## src/rtl/note_scorer_pkg.sv

```systemverilog
`default_nettype none
// ============================================================================
// Module      : note_scorer_pkg
// Description : Shared note codes, judgment and state encodings, and the
//               streak multiplier helper for the note scorer.
// Revision    : 1.0 - initial release
// ============================================================================
package note_scorer_pkg;

  // Window note codes with special meaning
  localparam logic [3:0] NOTE_REST = 4'h0;
  localparam logic [3:0] NOTE_END  = 4'hF;

  // Largest value of (streak >> 3) that still raises the multiplier
  localparam int MULT_CAP = 3;

  typedef enum logic [1:0] {
    RES_NONE = 2'd0,
    RES_HIT  = 2'd1,
    RES_MISS = 2'd2,
    RES_REST = 2'd3
  } result_e;

  typedef enum logic [1:0] {
    ST_IDLE    = 2'd0,
    ST_PLAYING = 2'd1,
    ST_DONE    = 2'd2
  } state_e;

  // Points multiplier for a HIT given the streak before that HIT: 1..4
  function automatic logic [2:0] streak_mult(input logic [7:0] streak);
    logic [4:0] tier;
    tier = streak[7:3];
    if (tier > 5'(MULT_CAP)) begin
      return 3'(MULT_CAP + 1);
    end
    return 3'(tier) + 3'd1;
  endfunction

endpackage : note_scorer_pkg
`default_nettype wire

```

## src/rtl/scorer_accum.sv

```systemverilog
`default_nettype none
// ============================================================================
// Module      : scorer_accum
// Description : Saturating score / streak / hit / miss bookkeeping. Applies
//               one judgment per strobe and publishes a registered result
//               with a one-cycle valid pulse.
// Revision    : 1.0 - initial release
// ============================================================================
module scorer_accum
  import note_scorer_pkg::*;
#(
  parameter int SCORE_W     = 16,
  parameter int BASE_POINTS = 10
) (
  input  logic               clk,
  input  logic               reset_n,
  input  logic               clear_i,
  input  logic               judge_i,
  input  result_e            result_i,
  output logic [SCORE_W-1:0] score_o,
  output logic [7:0]         streak_o,
  output logic [7:0]         max_streak_o,
  output logic [7:0]         hits_o,
  output logic [7:0]         misses_o,
  output logic [1:0]         result_o,
  output logic               result_valid_o
);

  // Extra headroom so the addition can be checked for overflow
  localparam int SUM_W = SCORE_W + 8;
  localparam logic [SUM_W-1:0] SCORE_MAX = {8'd0, {SCORE_W{1'b1}}};

  logic [SCORE_W-1:0] score_q,  score_d;
  logic [7:0]         streak_q, streak_d;
  logic [7:0]         max_q,    max_d;
  logic [7:0]         hits_q,   hits_d;
  logic [7:0]         misses_q, misses_d;
  logic [1:0]         result_q;
  logic               valid_q;

  logic [2:0]         w_mult;
  logic [SUM_W-1:0]   w_points;
  logic [SUM_W-1:0]   w_sum;

  // Next statistics for the judgment being presented this cycle
  always_comb begin
    score_d  = score_q;
    streak_d = streak_q;
    max_d    = max_q;
    hits_d   = hits_q;
    misses_d = misses_q;
    w_mult   = streak_mult(streak_q);
    w_points = SUM_W'(BASE_POINTS) * SUM_W'(w_mult);
    w_sum    = {8'd0, score_q} + w_points;
    case (result_i)
      RES_HIT: begin
        hits_d   = (hits_q == 8'hFF) ? hits_q : hits_q + 8'd1;
        streak_d = (streak_q == 8'hFF) ? streak_q : streak_q + 8'd1;
        if (streak_d > max_q) begin
          max_d = streak_d;
        end
        score_d  = (w_sum > SCORE_MAX) ? {SCORE_W{1'b1}} : w_sum[SCORE_W-1:0];
      end
      RES_MISS: begin
        misses_d = (misses_q == 8'hFF) ? misses_q : misses_q + 8'd1;
        streak_d = 8'd0;
      end
      default: begin
      end
    endcase
  end

  // Register statistics: cleared on start, updated on each judgment strobe
  always_ff @(posedge clk or negedge reset_n) begin
    if (!reset_n) begin
      score_q  <= '0;
      streak_q <= '0;
      max_q    <= '0;
      hits_q   <= '0;
      misses_q <= '0;
      result_q <= RES_NONE;
      valid_q  <= 1'b0;
    end else if (clear_i) begin
      score_q  <= '0;
      streak_q <= '0;
      max_q    <= '0;
      hits_q   <= '0;
      misses_q <= '0;
      result_q <= RES_NONE;
      valid_q  <= 1'b0;
    end else if (judge_i) begin
      score_q  <= score_d;
      streak_q <= streak_d;
      max_q    <= max_d;
      hits_q   <= hits_d;
      misses_q <= misses_d;
      result_q <= result_i;
      valid_q  <= 1'b1;
    end else begin
      valid_q  <= 1'b0;
    end
  end

  assign score_o        = score_q;
  assign streak_o       = streak_q;
  assign max_streak_o   = max_q;
  assign hits_o         = hits_q;
  assign misses_o       = misses_q;
  assign result_o       = result_q;
  assign result_valid_o = valid_q;

endmodule : scorer_accum
`default_nettype wire

```

## src/rtl/note_scorer.sv

```systemverilog
`default_nettype none
// ============================================================================
// Module      : note_scorer
// Description : Judges each beat window of the loader's look-ahead as
//               HIT / MISS / REST from the pitch detector's note and keeps
//               score, streak and hit/miss statistics for display.
// Revision    : 1.0 - initial release
// ============================================================================
module note_scorer
  import note_scorer_pkg::*;
#(
  parameter int TEMPO_W     = 26,
  parameter int HIT_SHIFT   = 1,
  parameter int BASE_POINTS = 10,
  parameter int SCORE_W     = 16
) (
  input  logic               clk,
  input  logic               reset_n,
  input  logic               start,
  input  logic               note_beat,
  input  logic [TEMPO_W-1:0] tempo,
  input  logic [63:0]        next_notes,
  input  logic [3:0]         played_note,
  input  logic               played_valid,
  output logic [SCORE_W-1:0] score,
  output logic [7:0]         streak,
  output logic [7:0]         max_streak,
  output logic [7:0]         hits,
  output logic [7:0]         misses,
  output logic [1:0]         result,
  output logic               result_valid,
  output logic               playing,
  output logic               song_done
);

  state_e             state_q;
  logic               armed_q;
  logic               playing_q;
  logic               done_q;
  logic [TEMPO_W-1:0] match_cnt_q, match_cnt_d;

  logic [3:0]         w_note;
  logic               w_match;
  logic [TEMPO_W:0]   w_total;
  logic [TEMPO_W-1:0] w_threshold;
  logic               w_judge;
  result_e            w_result;
  logic               w_unused_window;

  // Only the current slot matters here; later slots are for the display
  assign w_note          = next_notes[3:0];
  assign w_unused_window = ^next_notes[63:4];

  // Per-cycle match, running window total including this cycle, and verdict
  always_comb begin
    w_match     = (state_q == ST_PLAYING) && played_valid &&
                  (played_note == w_note) && (w_note != NOTE_REST);
    match_cnt_d = (&match_cnt_q) ? match_cnt_q : match_cnt_q + TEMPO_W'(1);
    w_total     = {1'b0, match_cnt_q} + (TEMPO_W + 1)'(w_match);
    w_threshold = tempo >> HIT_SHIFT;
    w_judge     = (state_q == ST_PLAYING) && note_beat && !start &&
                  armed_q && (w_note != NOTE_END);
    if (w_note == NOTE_REST) begin
      w_result = RES_REST;
    end else if (w_total >= {1'b0, w_threshold}) begin
      w_result = RES_HIT;
    end else begin
      w_result = RES_MISS;
    end
  end

  // Song FSM with arming of the first partial window and match counting
  always_ff @(posedge clk or negedge reset_n) begin
    if (!reset_n) begin
      state_q     <= ST_IDLE;
      armed_q     <= 1'b0;
      playing_q   <= 1'b0;
      done_q      <= 1'b0;
      match_cnt_q <= '0;
    end else if (start) begin
      state_q     <= ST_PLAYING;
      armed_q     <= 1'b0;
      playing_q   <= 1'b1;
      done_q      <= 1'b0;
      match_cnt_q <= '0;
    end else begin
      case (state_q)
        ST_PLAYING: begin
          if (note_beat) begin
            match_cnt_q <= '0;
            if (!armed_q) begin
              armed_q <= 1'b1;
            end else if (w_note == NOTE_END) begin
              state_q   <= ST_DONE;
              playing_q <= 1'b0;
              done_q    <= 1'b1;
            end
          end else if (w_match) begin
            match_cnt_q <= match_cnt_d;
          end
        end
        default: begin
        end
      endcase
    end
  end

  scorer_accum #(
    .SCORE_W     (SCORE_W),
    .BASE_POINTS (BASE_POINTS)
  ) u_accum (
    .clk            (clk),
    .reset_n        (reset_n),
    .clear_i        (start),
    .judge_i        (w_judge),
    .result_i       (w_result),
    .score_o        (score),
    .streak_o       (streak),
    .max_streak_o   (max_streak),
    .hits_o         (hits),
    .misses_o       (misses),
    .result_o       (result),
    .result_valid_o (result_valid)
  );

  assign playing   = playing_q;
  assign song_done = done_q;

endmodule : note_scorer
`default_nettype wire

```

## config.mk

```make
export PLATFORM = sky130hd
export DESIGN_NAME = note_scorer
export DESIGN_NICKNAME = d
export VERILOG_FILES = /design/src/rtl/note_scorer_pkg.sv /design/src/rtl/scorer_accum.sv /design/src/rtl/note_scorer.sv
export SDC_FILE = /design/constraint.sdc
export NUM_CORES = 1
export LEC_CHECK = 0
export CORE_ASPECT_RATIO = 1.5
export CORE_MARGIN = 8
export CORE_UTILIZATION = 30
export DETAILED_ROUTE_END_ITERATION = 10
export GPL_ROUTABILITY_DRIVEN = 0
export SLEW_MARGIN = 20
export SYNTH_ARGS = -nofsm -noshare
export SYNTH_HDL_FRONTEND = slang
export SYNTH_SLANG_ARGS = --single-unit
```

## constraint.sdc

```tcl
create_clock -name clk -period 6.9 [get_ports clk]
set_input_delay 1.725 -clock clk [delete_from_list [all_inputs] [get_ports clk]]
set_output_delay 1.725 -clock clk [all_outputs]
set_load 0.005 [all_outputs]
```

==> results.json <==
{
  "peakVddDrop_mv": 0.102,
  "worst_skew_pair.late_latency_ns": 0.34,
  "first_iter_violations": 328,
  "max_incr_delay_on_cp_ns": 0.59,
  "timing.critical_path.cells": "clkdlybuf4s50_1, nor3_1, or3_1, a2111oi_2, ha_1, ha_1, inv_1, or3_1, nor2_1, xor2_1, ha_1, nand4_1, nor3_1, a311o_1, o311a_1, or4_1, buf_4, a41oi_1, a311oi_1",
  "finalClockSkew_ns": 0.0114,
  "yosys.area.top_type": "sky130_fd_sc_hd__dfrtp_1",
  "drt-vias-per-instance": 5.10,
  "clk_pin_slew_ns": 0.06,
  "finalWorstPathRequiredPeriod_ns": 6.52,
  "instances_no_fill": 1013,
  "place_inst": 997,
  "drive_above_1_share_pct": 8.06,
  "rsz0062_at_grt": "false",
  "cap_violations": 0,
  "placement.setup.worst_slack_ns": 0.00370,
  "dp_hpwl_um": 12700,
  "critPathArrivalTime_ns": 6.69,
  "timing.final.max_slew_violations": 0,
  "synthesis.yosys.warnings": 0,
  "worst_setup_path_start_kind": "input port",
  "grt_pass1_wl_um": 27900,
  "cts_tree": "built",
  "vias_in_the_first_global_route": 5289,
  "outcome": "completed",
  "mostFrequentLayoutCells": "sky130_fd_sc_hd__clkdlybuf4s50_1 (88), sky130_fd_sc_hd__dfrtp_1 (80), sky130_fd_sc_hd__nor2_1 (63)",
  "initial_antenna_violation_count": 0,
  "detail_route.wl_per_cell_um": 16.7,
  "groute.usage.overall_pct": 14.3,
  "tritoncts_num_sinks": 80,
  "ys_async_sr_fraction_pct": 100,
  "h-tree-depth": 3,
  "synth-seq-area-share_pct": 34.0,
  "cellLeakagePower_nw": 3.24,
  "postLayoutCellArea_um2": 7350,
  "cts.path.max_buffers": 2,
  "worst_r2r_startpoint": "state_q[1]",
  "slew-limit-headroom_pct": 43.1,
  "hold-worst-slack_ns": 0.530,
  "hp-start": "u_accum.score_o[0]",
  "worst_hold_path_type": "flip-flop to flip-flop",
  "final.setup.tns_ns": 0,
  "crit_path_max_fanout": 6,
  "m1WireLength_um": 7130,
  "crit_type": "input port to flip-flop",
  "dieHeight_um": 187,
  "antenna-diode-count": 0,
  "met2_length_um": 8730,
  "synth.ff_latch_count": 80,
  "dieArea_um2": 24400,
  "postCtsResizedCells": 0,
  "final_core_util_pct": 38.4,
  "postLayoutSetupSlackWorst_ns": 0.382,
  "cp-end-kind": "flip-flop",
  "syn_inst": 663,
  "synth_area_per_cell_um2": 8.87,
  "fp.dieW_um": 130,
  "ctsRootBufferMaster": "sky130_fd_sc_hd__clkbuf_16",
  "critPathLaunch": "next_notes[0]",
  "drtPass1Iterations": 4,
  "critPathBufInv": 3,
  "drc": 0,
  "netlist_area_um2": 5880,
  "crit_path_top_delay_cell": "sky130_fd_sc_hd__or4_1",
  "postSynth.topFlopCell": "sky130_fd_sc_hd__dfrtp_1",
  "critical-path-top-cell-by-count": "sky130_fd_sc_hd__ha_1",
  "row_count": 62,
  "layout.nets": 901,
  "met3WireLength_um": 805,
  "synth_enable_flop_cells": 0,
  "syn_nets": 812,
  "portBuffers": 90,
  "synth_top_area_share_pct": 34.0,
  "power-per-cell-area_nw_per_um2": 136,
  "top_layer_used": "met4",
  "i_o_pin_total": 152,
  "yosys-top-cells-area": "sky130_fd_sc_hd__dfrtp_1 (34%), sky130_fd_sc_hd__ha_1 (10%), sky130_fd_sc_hd__xnor2_1 (5.5%), sky130_fd_sc_hd__nor2_1 (4.1%), sky130_fd_sc_hd__inv_1 (3.5%)",
  "cts_inserted_buffers": 9,
  "cts_hold_buffers": 0,
  "min_period_over_period_pct": 94.5,
  "core-area_um2": 19200,
  "placed_cell_area_um2": 7080,
  "start_util_pct": 30.7,
  "regToRegSetupSlack_ns": 2.10,
  "fmax_mhz": 153,
  "fillerInstances": 1950,
  "setup_viol": 0,
  "ys_types": 57,
  "ant_nets": 0,
  "hold_violations": 0,
  "routed_wirelength_um": 16900,
  "power_mw": 1.00,
  "via_count": 5167,
  "timing.critical_path.required_ns": 7.07,
  "post_cts.repair.setup_buffers": 0,
  "worst_pin_slew_ns": 0.852,
  "final_common_cell": "sky130_fd_sc_hd__clkdlybuf4s50_1",
  "pin_count_of_the_biggest_net_entering_global_routing": 53,
  "grt_overflow_total": 0,
  "syn_to_final_growth_pct": 25.1,
  "critical-path-top-delay-family": "simple AND/OR/NAND/NOR gates"
}
logic make-up (layout without fill, tap and decap cells):
| group | count (synthesis) | after routing | share of synthesized area (%) |
|---|---|---|---|
| compound gates | 134 | 134 | 16.7 |
| flops | 80 | 80 | 34.0 |
| mux | 8 | 8 | 1.51 |
| buf+inv | 88 | 182 | 6.41 |
| simple gates | 248 | 248 | 22.3 |
| xor+xnor | 55 | 55 | 8.19 |
| fa+ha+maj | 50 | 50 | 10.8 |
where the power goes:
group / internal, mW / switching (mW) / leakage (nW)
sequential: 0.471 / 0.00209 / 1.11
combinational: 0.0336 / 0.0475 / 2.00
clock: 0.245 / 0.203 / 0.129
registers in the layout, indices dropped and copies added (netlist names):
register / cells
u_accum.streak_o: 8
u_accum.result_o: 2
u_accum.hits_o: 8
u_accum.score_o: 16
u_accum.misses_o: 8
armed_q: 1
u_accum.result_valid_o: 1
state_q: 2
u_accum.max_streak_o: 8
match_cnt_q: 26
per-layer routing:
metal | track usage [%] | up-vias
li1 | - | 2602
met1 | 16.8 | 2456
met2 | 25.0 | 94
met3 | 2.57 | 15
met4 | 5.11 | 0
met5 | 0 | -
final timing paths:
path | cells past startpoint | end
max | 19 | u_accum.score_o[8]
min | 2 | u_accum.score_o[0]
max reg2reg | 18 | u_accum.score_o[8]
min reg2reg | 2 | u_accum.score_o[0]
max in group asynchronous | 2 | u_accum.score_o[0]
min in group asynchronous | 1 | match_cnt_q[4]
tightest hold or removal path: stages, from the launching register on:
cell	delay (ns)
sky130_fd_sc_hd__dfrtp_1	0.38
sky130_fd_sc_hd__inv_1	0.05
sky130_fd_sc_hd__o21ai_0	0.06
layout make-up:
cell class                      count  area, um2  share of cell area, %
Clock buffer                       10        229                   3.11
Clock inverter                      6       46.3                  0.629
Inverter                           56        210                   2.86
Multi-Input combinational cell    495       3500                   47.6
Sequential cell                    80       2000                   27.2
Tap cell                          256        320                   4.36
Timing Repair Buffer              110       1040                   14.2
cells in the mapped netlist, types with 2 or more instances:
cell,instances
sky130_fd_sc_hd__a211oi_1,3
sky130_fd_sc_hd__a21o_1,9
sky130_fd_sc_hd__a21oi_1,28
sky130_fd_sc_hd__a311oi_1,5
sky130_fd_sc_hd__a31oi_1,10
sky130_fd_sc_hd__a32o_1,7
sky130_fd_sc_hd__a41oi_1,3
sky130_fd_sc_hd__and2_1,3
sky130_fd_sc_hd__and3_1,18
sky130_fd_sc_hd__and4_1,3
sky130_fd_sc_hd__buf_2,7
sky130_fd_sc_hd__buf_6,5
sky130_fd_sc_hd__clkbuf_1,20
sky130_fd_sc_hd__dfrtp_1,80
sky130_fd_sc_hd__ha_1,49
sky130_fd_sc_hd__inv_1,55
sky130_fd_sc_hd__mux2_2,7
sky130_fd_sc_hd__nand2_1,35
sky130_fd_sc_hd__nand3_1,36
sky130_fd_sc_hd__nand4_1,19
sky130_fd_sc_hd__nor2_1,64
sky130_fd_sc_hd__nor2b_1,9
sky130_fd_sc_hd__nor3_1,18
sky130_fd_sc_hd__nor3_2,2
sky130_fd_sc_hd__nor3b_1,2
sky130_fd_sc_hd__nor4_1,9
sky130_fd_sc_hd__o211ai_1,11
sky130_fd_sc_hd__o21a_1,2
sky130_fd_sc_hd__o21ai_0,17
sky130_fd_sc_hd__o311a_1,4
sky130_fd_sc_hd__o311ai_0,4
sky130_fd_sc_hd__o311ai_1,5
sky130_fd_sc_hd__o311ai_2,2
sky130_fd_sc_hd__o31ai_1,13
sky130_fd_sc_hd__o41ai_1,4
sky130_fd_sc_hd__or2_2,4
sky130_fd_sc_hd__or3_1,8
sky130_fd_sc_hd__or4_1,11
sky130_fd_sc_hd__xnor2_1,37
sky130_fd_sc_hd__xor2_1,18
No activity file was read; power rests on OpenSTA's default activity.
